### config.mk
export PLATFORM = sky130hd
export DESIGN_NAME = stack_op_sequencer_flat
export DESIGN_NICKNAME = d
export VERILOG_FILES = /design/src/rtl/stack_op_sequencer_pkg.sv /design/src/rtl/stack_op_sequencer_if.sv /design/src/rtl/stack_op_sequencer.sv /design/src/flat_wrapper.sv
export SDC_FILE = /design/constraint.sdc
export NUM_CORES = 1
export LEC_CHECK = 0
export BUFFER_PORTS_ARGS = -buffer_cell sky130_fd_sc_hd__buf_2
export CAP_MARGIN = 20
export CORE_AREA = 3 3 61 63
export CTS_CLUSTER_SIZE = 8
export DETAILED_ROUTE_END_ITERATION = 7
export DIE_AREA = 0 0 64 66
export PLACE_DENSITY = 0.82
export REMOVE_ABC_BUFFERS = 1
export SYNTH_ARGS = -nofsm -noshare
export SYNTH_HDL_FRONTEND = slang
export SYNTH_SLANG_ARGS = --single-unit
### constraint.sdc
create_clock -name clk -period 2.7 [get_ports clk]
set_input_delay 0.54 -clock clk [delete_from_list [all_inputs] [get_ports clk]]
set_output_delay 0.54 -clock clk [all_outputs]
set_load 0.03 [all_outputs]
### src/rtl/stack_op_sequencer_pkg.sv
// Shared definitions for the PUSH/POP stack sequencer.
// Holds the op encoding, the FSM state type and the default SP register index and bounds.
package stack_pkg;

    // Operation encoding on cmd_op
    localparam logic OP_PUSH = 1'b0;
    localparam logic OP_POP  = 1'b1;

    typedef enum logic [1:0] {
        IDLE = 2'd0,
        EXEC = 2'd1,
        MEM  = 2'd2,
        WB   = 2'd3
    } state_e;

    // Defaults: SP lives in R3, the stack is empty at 255 and full at 128
    localparam int unsigned SP_IDX_DEF   = 3;
    localparam int unsigned SP_TOP_DEF   = 255;
    localparam int unsigned SP_FLOOR_DEF = 128;

endpackage

### src/rtl/stack_op_sequencer_if.sv
// Bus bundle between the stack sequencer and its environment.
// Groups the command handshake, register-file read/write ports, the memory port and the
// completion status.
//   master : the sequencer side (drives rf/mem requests, cmd_ready, done, err)
//   slave  : the environment side (drives commands, read data, mem_rdata, mem_ack)
interface stack_op_sequencer_if #(
    parameter int unsigned DW  = 8,
    parameter int unsigned RAW = 2
);
    logic           cmd_valid;
    logic           cmd_ready;
    logic           cmd_op;
    logic [RAW-1:0] cmd_reg;

    logic [RAW-1:0] rf_raddr1;
    logic [RAW-1:0] rf_raddr2;
    logic [DW-1:0]  rf_rdata1;
    logic [DW-1:0]  rf_rdata2;
    logic           rf_we;
    logic [RAW-1:0] rf_waddr;
    logic [DW-1:0]  rf_wdata;
    logic           rf_we2;
    logic [RAW-1:0] rf_waddr2;
    logic [DW-1:0]  rf_wdata2;

    logic           mem_req;
    logic           mem_we;
    logic [DW-1:0]  mem_addr;
    logic [DW-1:0]  mem_wdata;
    logic [DW-1:0]  mem_rdata;
    logic           mem_ack;

    logic           done;
    logic           err;

    modport master (
        input  cmd_valid, cmd_op, cmd_reg, rf_rdata1, rf_rdata2, mem_rdata, mem_ack,
        output cmd_ready, rf_raddr1, rf_raddr2, rf_we, rf_waddr, rf_wdata,
               rf_we2, rf_waddr2, rf_wdata2, mem_req, mem_we, mem_addr, mem_wdata,
               done, err
    );

    modport slave (
        output cmd_valid, cmd_op, cmd_reg, rf_rdata1, rf_rdata2, mem_rdata, mem_ack,
        input  cmd_ready, rf_raddr1, rf_raddr2, rf_we, rf_waddr, rf_wdata,
               rf_we2, rf_waddr2, rf_wdata2, mem_req, mem_we, mem_addr, mem_wdata,
               done, err
    );

endinterface

### src/rtl/stack_op_sequencer.sv
// Multi-cycle PUSH/POP controller working on a 4-entry register file and data memory.
// Ports:
//   clk  : rising-edge clock
//   rst  : asynchronous active-high reset
//   bus  : stack_op_sequencer_if.master (command handshake, rf ports, mem port, done/err)
// Flow: IDLE accepts a command, EXEC samples SP and the source register and checks bounds,
// MEM runs one memory transaction, WB commits SP (port 2) and POP data (port 1).
module stack_op_sequencer
    import stack_pkg::*;
#(
    parameter int unsigned DW       = 8,
    parameter int unsigned RAW      = 2,
    parameter int unsigned SP_IDX   = SP_IDX_DEF,
    parameter int unsigned SP_TOP   = SP_TOP_DEF,
    parameter int unsigned SP_FLOOR = SP_FLOOR_DEF
) (
    input  logic                clk,
    input  logic                rst,
    stack_op_sequencer_if.master bus
);

    localparam logic [RAW-1:0] L_SP_IDX = RAW'(SP_IDX);
    localparam logic [DW-1:0]  L_TOP    = DW'(SP_TOP);
    localparam logic [DW-1:0]  L_FLOOR  = DW'(SP_FLOOR);

    state_e         r_state;
    logic           r_op;
    logic [RAW-1:0] r_reg;
    logic [DW-1:0]  r_sp;
    logic [DW-1:0]  r_data;

    logic           w_bound_err;
    logic [DW-1:0]  w_sp_inc;
    logic [DW-1:0]  w_sp_dec;

    // Bounds are checked on the live SP read so the refusal is reported in EXEC itself
    assign w_bound_err = ((r_op == OP_PUSH) && (bus.rf_rdata1 == L_FLOOR)) ||
                         ((r_op == OP_POP)  && (bus.rf_rdata1 == L_TOP));
    assign w_sp_inc    = r_sp + DW'(1);
    assign w_sp_dec    = r_sp - DW'(1);

    always_ff @(posedge clk or posedge rst) begin
        if (rst) begin
            r_state <= IDLE;
            r_op    <= OP_PUSH;
            r_reg   <= '0;
            r_sp    <= '0;
            r_data  <= '0;
        end else begin
            unique case (r_state)
                IDLE: begin
                    if (bus.cmd_valid) begin
                        r_op    <= bus.cmd_op;
                        r_reg   <= bus.cmd_reg;
                        r_state <= EXEC;
                    end
                end
                EXEC: begin
                    r_sp    <= bus.rf_rdata1;
                    r_data  <= bus.rf_rdata2;
                    r_state <= w_bound_err ? IDLE : MEM;
                end
                MEM: begin
                    if (bus.mem_ack) begin
                        // PUSH keeps its source data; only POP needs the read value
                        if (r_op == OP_POP) begin
                            r_data <= bus.mem_rdata;
                        end
                        r_state <= WB;
                    end
                end
                WB: begin
                    r_state <= IDLE;
                end
                default: r_state <= IDLE;
            endcase
        end
    end

    // Outputs decode straight from the state so reset drops them without waiting for a clock
    always_comb begin
        bus.cmd_ready = (r_state == IDLE);
        bus.rf_raddr1 = L_SP_IDX;
        bus.rf_raddr2 = r_reg;
        bus.rf_waddr2 = L_SP_IDX;
        bus.rf_we     = 1'b0;
        bus.rf_waddr  = '0;
        bus.rf_wdata  = '0;
        bus.rf_we2    = 1'b0;
        bus.rf_wdata2 = '0;
        bus.mem_req   = 1'b0;
        bus.mem_we    = 1'b0;
        bus.mem_addr  = '0;
        bus.mem_wdata = '0;
        bus.done      = 1'b0;
        bus.err       = 1'b0;

        unique case (r_state)
            EXEC: begin
                bus.done = w_bound_err;
                bus.err  = w_bound_err;
            end
            MEM: begin
                bus.mem_req = 1'b1;
                if (r_op == OP_PUSH) begin
                    bus.mem_we    = 1'b1;
                    bus.mem_addr  = r_sp;
                    bus.mem_wdata = r_data;
                end else begin
                    bus.mem_addr  = w_sp_inc;
                end
            end
            WB: begin
                bus.rf_we2    = 1'b1;
                bus.rf_wdata2 = (r_op == OP_PUSH) ? w_sp_dec : w_sp_inc;
                // POP into SP itself: the SP update on port 2 is the only write
                if ((r_op == OP_POP) && (r_reg != L_SP_IDX)) begin
                    bus.rf_we    = 1'b1;
                    bus.rf_waddr = r_reg;
                    bus.rf_wdata = r_data;
                end
                bus.done = 1'b1;
            end
            default: ;
        endcase
    end

endmodule

### src/flat_wrapper.sv
// flat-port wrapper written by rule: the top's interface ports become plain ports
module stack_op_sequencer_flat import stack_pkg::*;
#(
    parameter int unsigned DW       = 8,
    parameter int unsigned RAW      = 2,
    parameter int unsigned SP_IDX   = SP_IDX_DEF,
    parameter int unsigned SP_TOP   = SP_TOP_DEF,
    parameter int unsigned SP_FLOOR = SP_FLOOR_DEF
)
  (clk, rst, bus_cmd_valid, bus_cmd_op, bus_cmd_reg, bus_rf_rdata1, bus_rf_rdata2, bus_mem_rdata, bus_mem_ack, bus_cmd_ready, bus_rf_raddr1, bus_rf_raddr2, bus_rf_we, bus_rf_waddr, bus_rf_wdata, bus_rf_we2, bus_rf_waddr2, bus_rf_wdata2, bus_mem_req, bus_mem_we, bus_mem_addr, bus_mem_wdata, bus_done, bus_err);
  stack_op_sequencer_if #(.DW(DW), .RAW(RAW)) bus_i ();
  input  logic clk;
  input  logic rst;
  input wire logic [$bits(bus_i.cmd_valid)-1:0] bus_cmd_valid;
  input wire logic [$bits(bus_i.cmd_op)-1:0] bus_cmd_op;
  input wire logic [$bits(bus_i.cmd_reg)-1:0] bus_cmd_reg;
  input wire logic [$bits(bus_i.rf_rdata1)-1:0] bus_rf_rdata1;
  input wire logic [$bits(bus_i.rf_rdata2)-1:0] bus_rf_rdata2;
  input wire logic [$bits(bus_i.mem_rdata)-1:0] bus_mem_rdata;
  input wire logic [$bits(bus_i.mem_ack)-1:0] bus_mem_ack;
  output wire logic [$bits(bus_i.cmd_ready)-1:0] bus_cmd_ready;
  output wire logic [$bits(bus_i.rf_raddr1)-1:0] bus_rf_raddr1;
  output wire logic [$bits(bus_i.rf_raddr2)-1:0] bus_rf_raddr2;
  output wire logic [$bits(bus_i.rf_we)-1:0] bus_rf_we;
  output wire logic [$bits(bus_i.rf_waddr)-1:0] bus_rf_waddr;
  output wire logic [$bits(bus_i.rf_wdata)-1:0] bus_rf_wdata;
  output wire logic [$bits(bus_i.rf_we2)-1:0] bus_rf_we2;
  output wire logic [$bits(bus_i.rf_waddr2)-1:0] bus_rf_waddr2;
  output wire logic [$bits(bus_i.rf_wdata2)-1:0] bus_rf_wdata2;
  output wire logic [$bits(bus_i.mem_req)-1:0] bus_mem_req;
  output wire logic [$bits(bus_i.mem_we)-1:0] bus_mem_we;
  output wire logic [$bits(bus_i.mem_addr)-1:0] bus_mem_addr;
  output wire logic [$bits(bus_i.mem_wdata)-1:0] bus_mem_wdata;
  output wire logic [$bits(bus_i.done)-1:0] bus_done;
  output wire logic [$bits(bus_i.err)-1:0] bus_err;
  assign bus_i.cmd_valid = bus_cmd_valid;
  assign bus_i.cmd_op = bus_cmd_op;
  assign bus_i.cmd_reg = bus_cmd_reg;
  assign bus_i.rf_rdata1 = bus_rf_rdata1;
  assign bus_i.rf_rdata2 = bus_rf_rdata2;
  assign bus_i.mem_rdata = bus_mem_rdata;
  assign bus_i.mem_ack = bus_mem_ack;
  assign bus_cmd_ready = bus_i.cmd_ready;
  assign bus_rf_raddr1 = bus_i.rf_raddr1;
  assign bus_rf_raddr2 = bus_i.rf_raddr2;
  assign bus_rf_we = bus_i.rf_we;
  assign bus_rf_waddr = bus_i.rf_waddr;
  assign bus_rf_wdata = bus_i.rf_wdata;
  assign bus_rf_we2 = bus_i.rf_we2;
  assign bus_rf_waddr2 = bus_i.rf_waddr2;
  assign bus_rf_wdata2 = bus_i.rf_wdata2;
  assign bus_mem_req = bus_i.mem_req;
  assign bus_mem_we = bus_i.mem_we;
  assign bus_mem_addr = bus_i.mem_addr;
  assign bus_mem_wdata = bus_i.mem_wdata;
  assign bus_done = bus_i.done;
  assign bus_err = bus_i.err;
  stack_op_sequencer #(.DW(DW), .RAW(RAW), .SP_IDX(SP_IDX), .SP_TOP(SP_TOP), .SP_FLOOR(SP_FLOOR)) u_core (.clk(clk), .rst(rst), .bus(bus_i));
endmodule
* After elaboration in Yosys (flattened, before gate mapping)
Index checks and enable logic that the tools add are counted.
** Storage, ports and cells
- Flip-flop bits (word level) :: 21
- Bits of input ports :: 31
- Output and inout port bits :: 47
- Word-level logic and storage cells :: 51
** Cells by class
- $add $sub $neg :: 2
- Equality and inequality tests :: 9
- Muxes and demuxes :: 25
- Bitwise gates (word level) :: 1
- Reductions and logical operators :: 9
** Operators by type and width (count)
- $mux W8 :: 10
- $eq A8 B8 Y1 const B :: 2
- $pmux W8 S2 :: 1
- $mux W2 :: 5
- $add A8 B1 Y8 const B :: 1
- $pmux W2 S4 :: 1
- $sub A8 B1 Y8 const B :: 1
- $mux W1 :: 7
- $ne A2 B2 Y1 const B :: 3
- $eq A2 B2 Y1 const B :: 2
- $reduce_and A2 Y1 :: 2
- $logic_and A1 B1 Y1 :: 3
- $reduce_and A3 Y1 :: 1
- $eq A2 B1 Y1 const B :: 1
- $logic_not A2 Y1 :: 1
- $ne A2 B1 Y1 const B :: 1
- $pmux W1 S2 :: 1
- $reduce_bool A2 Y1 :: 1
- $logic_or A1 B1 Y1 :: 1
- $not A1 Y1 :: 1

* Longest topological paths before layout
- Depth in word-level cells :: 5
- Gate-level depth with buffers :: 8
- Gate-level depth less buffers :: 6

* Worst setup path after synthesis
Ideal clock, no wire load.
- Kind :: input port to output port
- Start :: input port bus_rf_rdata1[5]
- End :: output port bus_err
- Arrival :: 1993 ps
- Required time :: 2160 ps
- Slack :: 167 ps
- Cell stages on the path :: 4
- Buffers on the path :: 0
- Cells stage by stage :: or4_1 nor2_1 o21ai_1 nor3b_1
** Between the ends
- Word-level cells in the longest chain between the ends :: 4
- Elaborated cells on any way between the ends :: 6
- Those cells by class :: eq/ne (2); mux (1); reduce/logical (3)
** Ends and longest elaborated chain
- start: declaration :: RTL line flat_wrapper.sv:17 : input wire logic [$bits(bus_i.rf_rdata1)-1:0] bus_rf_rdata1;
- $eq A8 B8 Y1 (on tied branches) :: RTL line stack_op_sequencer.sv:37, stack_op_sequencer.sv:38
- $logic_and A1 B1 Y1 (on tied branches) :: RTL line stack_op_sequencer.sv:37, stack_op_sequencer.sv:38
- $logic_or A1 B1 Y1 * :: RTL line stack_op_sequencer.sv:37 : assign w_bound_err = ((r_op == OP_PUSH) && (bus.rf_rdata1 == L_FLOOR)) ||
- $mux W1 * :: RTL line stack_op_sequencer.sv:98 : unique case (r_state)
- end: declaration :: RTL line flat_wrapper.sv:35 : output wire logic [$bits(bus_i.err)-1:0] bus_err;
Every way passes the cells marked *; elsewhere a longest branch is shown, timed or not.

* Final worst setup path
- Start :: register u_core.r_sp[2]
- End :: output port bus_rf_wdata2[7]
** Between the ends
- Word-level cells in the longest chain between the ends :: 3
- Elaborated cells on any way between the ends :: 4
- Those cells by class :: add/sub (2); mux (2)
** Ends and longest elaborated chain
- start: declaration :: RTL line stack_op_sequencer.sv:29 : logic [DW-1:0] r_sp;
- start signal: assignment :: RTL line stack_op_sequencer.sv:59 : r_sp <= bus.rf_rdata1;
- $sub A8 B1 Y8 or $add A8 B1 Y8 (tied branches) :: RTL line stack_op_sequencer.sv:40, stack_op_sequencer.sv:39
- $mux W8 * :: RTL line stack_op_sequencer.sv:115 : bus.rf_wdata2 = (r_op == OP_PUSH) ? w_sp_dec : w_sp_inc;
- $mux W8 * :: RTL line stack_op_sequencer.sv:98
- end: declaration :: RTL line flat_wrapper.sv:29 : output wire logic [$bits(bus_i.rf_wdata2)-1:0] bus_rf_wdata2;
Marked as above.

==> metrics.log <==
[metrics] routed vias: 1445
[metrics] worst relative slew slack: 0.481
[metrics] total of max-cap violations: 0
[metrics] final hold violation count: 0
[metrics] DRC violations left: 0
[metrics] initial standard-cell utilization of the core: 0.473
[metrics] result of the run: finished clean
[metrics] Final HPWL DP: 2880 um
[metrics] Bufs on Longest Clock Path: 2
[metrics] instance count after placement with tap cells included: 288
[metrics] x dimension of the die: 64 um
[metrics] static leakage: 1.06 nW
[metrics] Max Clk Rate: 0.391 GHz
[metrics] worst r2r src: u_core.r_state[0]
[metrics] clk_skew: 0.00524 ns
[metrics] DR WL met2: 1840 um
[metrics] net total in the final layout: 285
[metrics] required time at the worst-slack endpoint: 2.16 ns
[metrics] area of all placed cells without fillers: 0.00198 mm2
[metrics] cell types with the highest counts after synthesis: dfrtp_1 (21), nand2_1 (18), nor2_1 (18)
[metrics] number of antenna violations at the first check in global routing: 0
[metrics] M1 WL: 1500 um
[metrics] worst slew pin tran: 0.778 ns
[metrics] total clock sinks: 21
[metrics] Distinct cells, synth: 39
[metrics] top layer used by detailed routing: met4
[metrics] multi-input combinational cell area: 908 um2
[metrics] # H-tree levels: 1
[metrics] Worst Setup Slack, final: 0.143 ns
[metrics] initial detailed-routing violation count: 78
[metrics] root buf cell: clkbuf_4
[metrics] total area of sequential cells: 528 um2
[metrics] Worst Hold Slack: 0.361 ns
[metrics] total setup violations reported at the end of the flow: 0
[metrics] Synth Register Bits: 21
[metrics] asr flop ratio synth: 1.00
[metrics] top-count cell post-synth: dfrtp_1
[metrics] placeable core region: 0.00328 mm2
[metrics] fill cell count: 325
[metrics] top cells by area in the synthesized netlist: dfrtp_1 (34%), mux2i_1 (6.4%), mux2_2 (5.8%)
[metrics] maximum number of pins on one net before global-route repair: 22
[metrics] class of the tightest hold or removal check: in2async
[metrics] final worst path period need: 2.56 ns
[metrics] cell area reported after detailed placement: 0.00193 mm2
[metrics] Syn-to-layout area delta: 27.7%
[metrics] power per unit of standard cell area: 1160 mW/mm2
[metrics] total length of routed met3 wires: 312 um
[metrics] antenna-violating nets left: 0
[metrics] detail-routed net length per standard cell: 12.5 um
[metrics] count of input and output buffers: 73
[metrics] most frequently used flop master after synthesis: dfrtp_1
[metrics] first-pass GRT wire length: 6120 um
[metrics] RSZ-0062 raised after global routing: no
[metrics] number of warnings reported in the yosys synthesis log: 0
[metrics] placement-stage worst setup slack: 0.354 ns
[metrics] ratio of final minimum period to clock period: 0.947
[metrics] post-layout instance count excluding filler cells: 295
[metrics] DR pass1 iterations: 4
[metrics] WS Path Type: reg2out
[metrics] gate count of the mapped netlist: 177
[metrics] total number of placement rows: 21
[metrics] Worst Path Arrival: 2.02 ns
[metrics] number of synthesized flops with an enable pin: 0
[metrics] All-Layer GR Usage: 0.183
[metrics] clock edge transition at the registers on the reported setup and hold paths: 0.12 ns
[metrics] GRT overflow: 0
[metrics] number of CTS-inserted buffers: 3
[metrics] TritonCTS clock tree: built
[metrics] Worst Path Max Fanout: 7
[metrics] clock insertion delay at the later pin of the skew report: 0.30 ns
[metrics] Max Slew Vio Count: 0
[metrics] mean post-synth cell area: 8.78 um2
[metrics] ant diodes: 0
[metrics] worst setup path start: u_core.r_sp[2]
[metrics] number of global-route vias before repair: 1349
[metrics] sequential area share after synthesis: 0.338
[metrics] hold-fix buffer count after cts: 0
[metrics] detailed-route wire length: 3680 um
[metrics] detail-routed via count per cell: 4.90
[metrics] critical path launch point type: register
[metrics] share of final-layout standard cells stronger than drive strength 1: 0.426
[metrics] worst vdd ir: 0.664 mV
[metrics] die height: 66 um
[metrics] post-synth top area share: 0.338
[metrics] gpl congestion: 0.803
[metrics] library cell occupying the most area in the post-synthesis netlist: dfrtp_1
[metrics] Top Ports: 78
[metrics] post-synthesis instance area: 0.00155 mm2
[metrics] endpoint class of the critical path: primary output
[metrics] die outline area: 0.00422 mm2
==> worst paths after layout <==
check | endpoint | slack (ns) | cells after the start
max | bus_rf_wdata2[7] | 0.14 | 5
max in group asynchronous | u_core.r_sp[2] | 1.80 | 2
min | u_core.r_sp[1] | 0.36 | 2
max reg2reg | u_core.r_data[7] | 0.74 | 7
min in group clk | u_core.r_op | 0.43 | 3
min reg2reg | u_core.r_data[1] | 0.51 | 2
==> metrics by stage <==
| step | util | power [W] | TNS, ns |
|---|---|---|---|
| 2_1_floorplan | - | 0.00169 | -0.933 |
| 5_1_grt | 0.604 | 0.00249 | 0 |
| 3_3_place_gp | 0.587 | 0.00208 | 0 |
| 4_1_cts | 0.595 | 0.00228 | 0 |
| 3_5_place_dp | 0.587 | 0.00213 | 0 |
| 6_report | 0.604 | 0.00229 | 0 |
==> flip-flops by register name, indices dropped and copies added (netlist names), named ones only <==
signal,cells
u_core.r_state,1
u_core.r_data,8
u_core.bus.rf_raddr2,2
u_core.r_sp,8
u_core.r_op,1
==> area by class of cell <==
class                   count  area share
multi-input cells         135       0.458
flip-flops and latches     21       0.266
clock inverters             1     0.00252
repair buffers             82       0.218
well taps                  46      0.0290
inverters                   7      0.0151
clock buffers               3      0.0113
==> layer usage <==
metal  GRT usage  vias up
met5           0        -
met4      0.0566        0
met3      0.0357        2
met2       0.329       56
li1            -      734
met1       0.218      653
==> placed cells by master, fill, tap and decap left out, types with 2 or more instances in the layout <==
cell type,n
or2_2,2
or4_1,2
buf_2,73
ha_1,4
conb_1,4
o21ai_0,13
xor2_1,5
nor3_2,2
dfrtp_2,2
mux2i_1,10
mux2_2,8
nand2_1,18
buf_4,9
nand4_1,4
dfrtp_1,19
clkbuf_4,3
a21boi_0,2
xnor2_1,5
and3_1,8
inv_1,6
a21oi_1,2
nor2_1,18
and2_1,12
or3_1,2
==> cell families (layout without fill, tap and decap cells) <==
group | after synthesis | count (layout) | synth area share
and+or+nand+nor | 75 | 75 | 0.268
adders and majority gates | 4 | 4 | 0.0322
xor gates and xnor gates | 10 | 10 | 0.0564
AOI/OAI and AO/OA | 24 | 24 | 0.0958
muxes | 18 | 18 | 0.122
DFF | 21 | 21 | 0.338
buffers and inverters | 24 | 93 | 0.0845
other | 1 | 4 | 0.00241
==> worst max-delay path, stage by stage (launching register included) <==
cell,delay [ns]
dfrtp_2,0.48
or4_4,0.59
nor4_4,0.25
nor3_1,0.08
nor3_2,0.11
buf_2,0.22
==> timing repair <==
| item | in CTS | in global routing |
|---|---|---|
| hold endpoints to repair | 0 | 0 |
| buffers inserted | 0 | 3 |
| gates resized for setup | 0 | 3 |
| endpoints found under the setup margin | 0 | 19 |
==> power breakdown <==
group	total (W)	switching, W	internal [W]
clock	0.000149	0.0000934	0.0000551
combinational	0.00146	0.000891	0.000571
sequential	0.000683	0.000210	0.000474
total	0.00229	0.00119	0.00110
(Power assumes the default switching activity.)
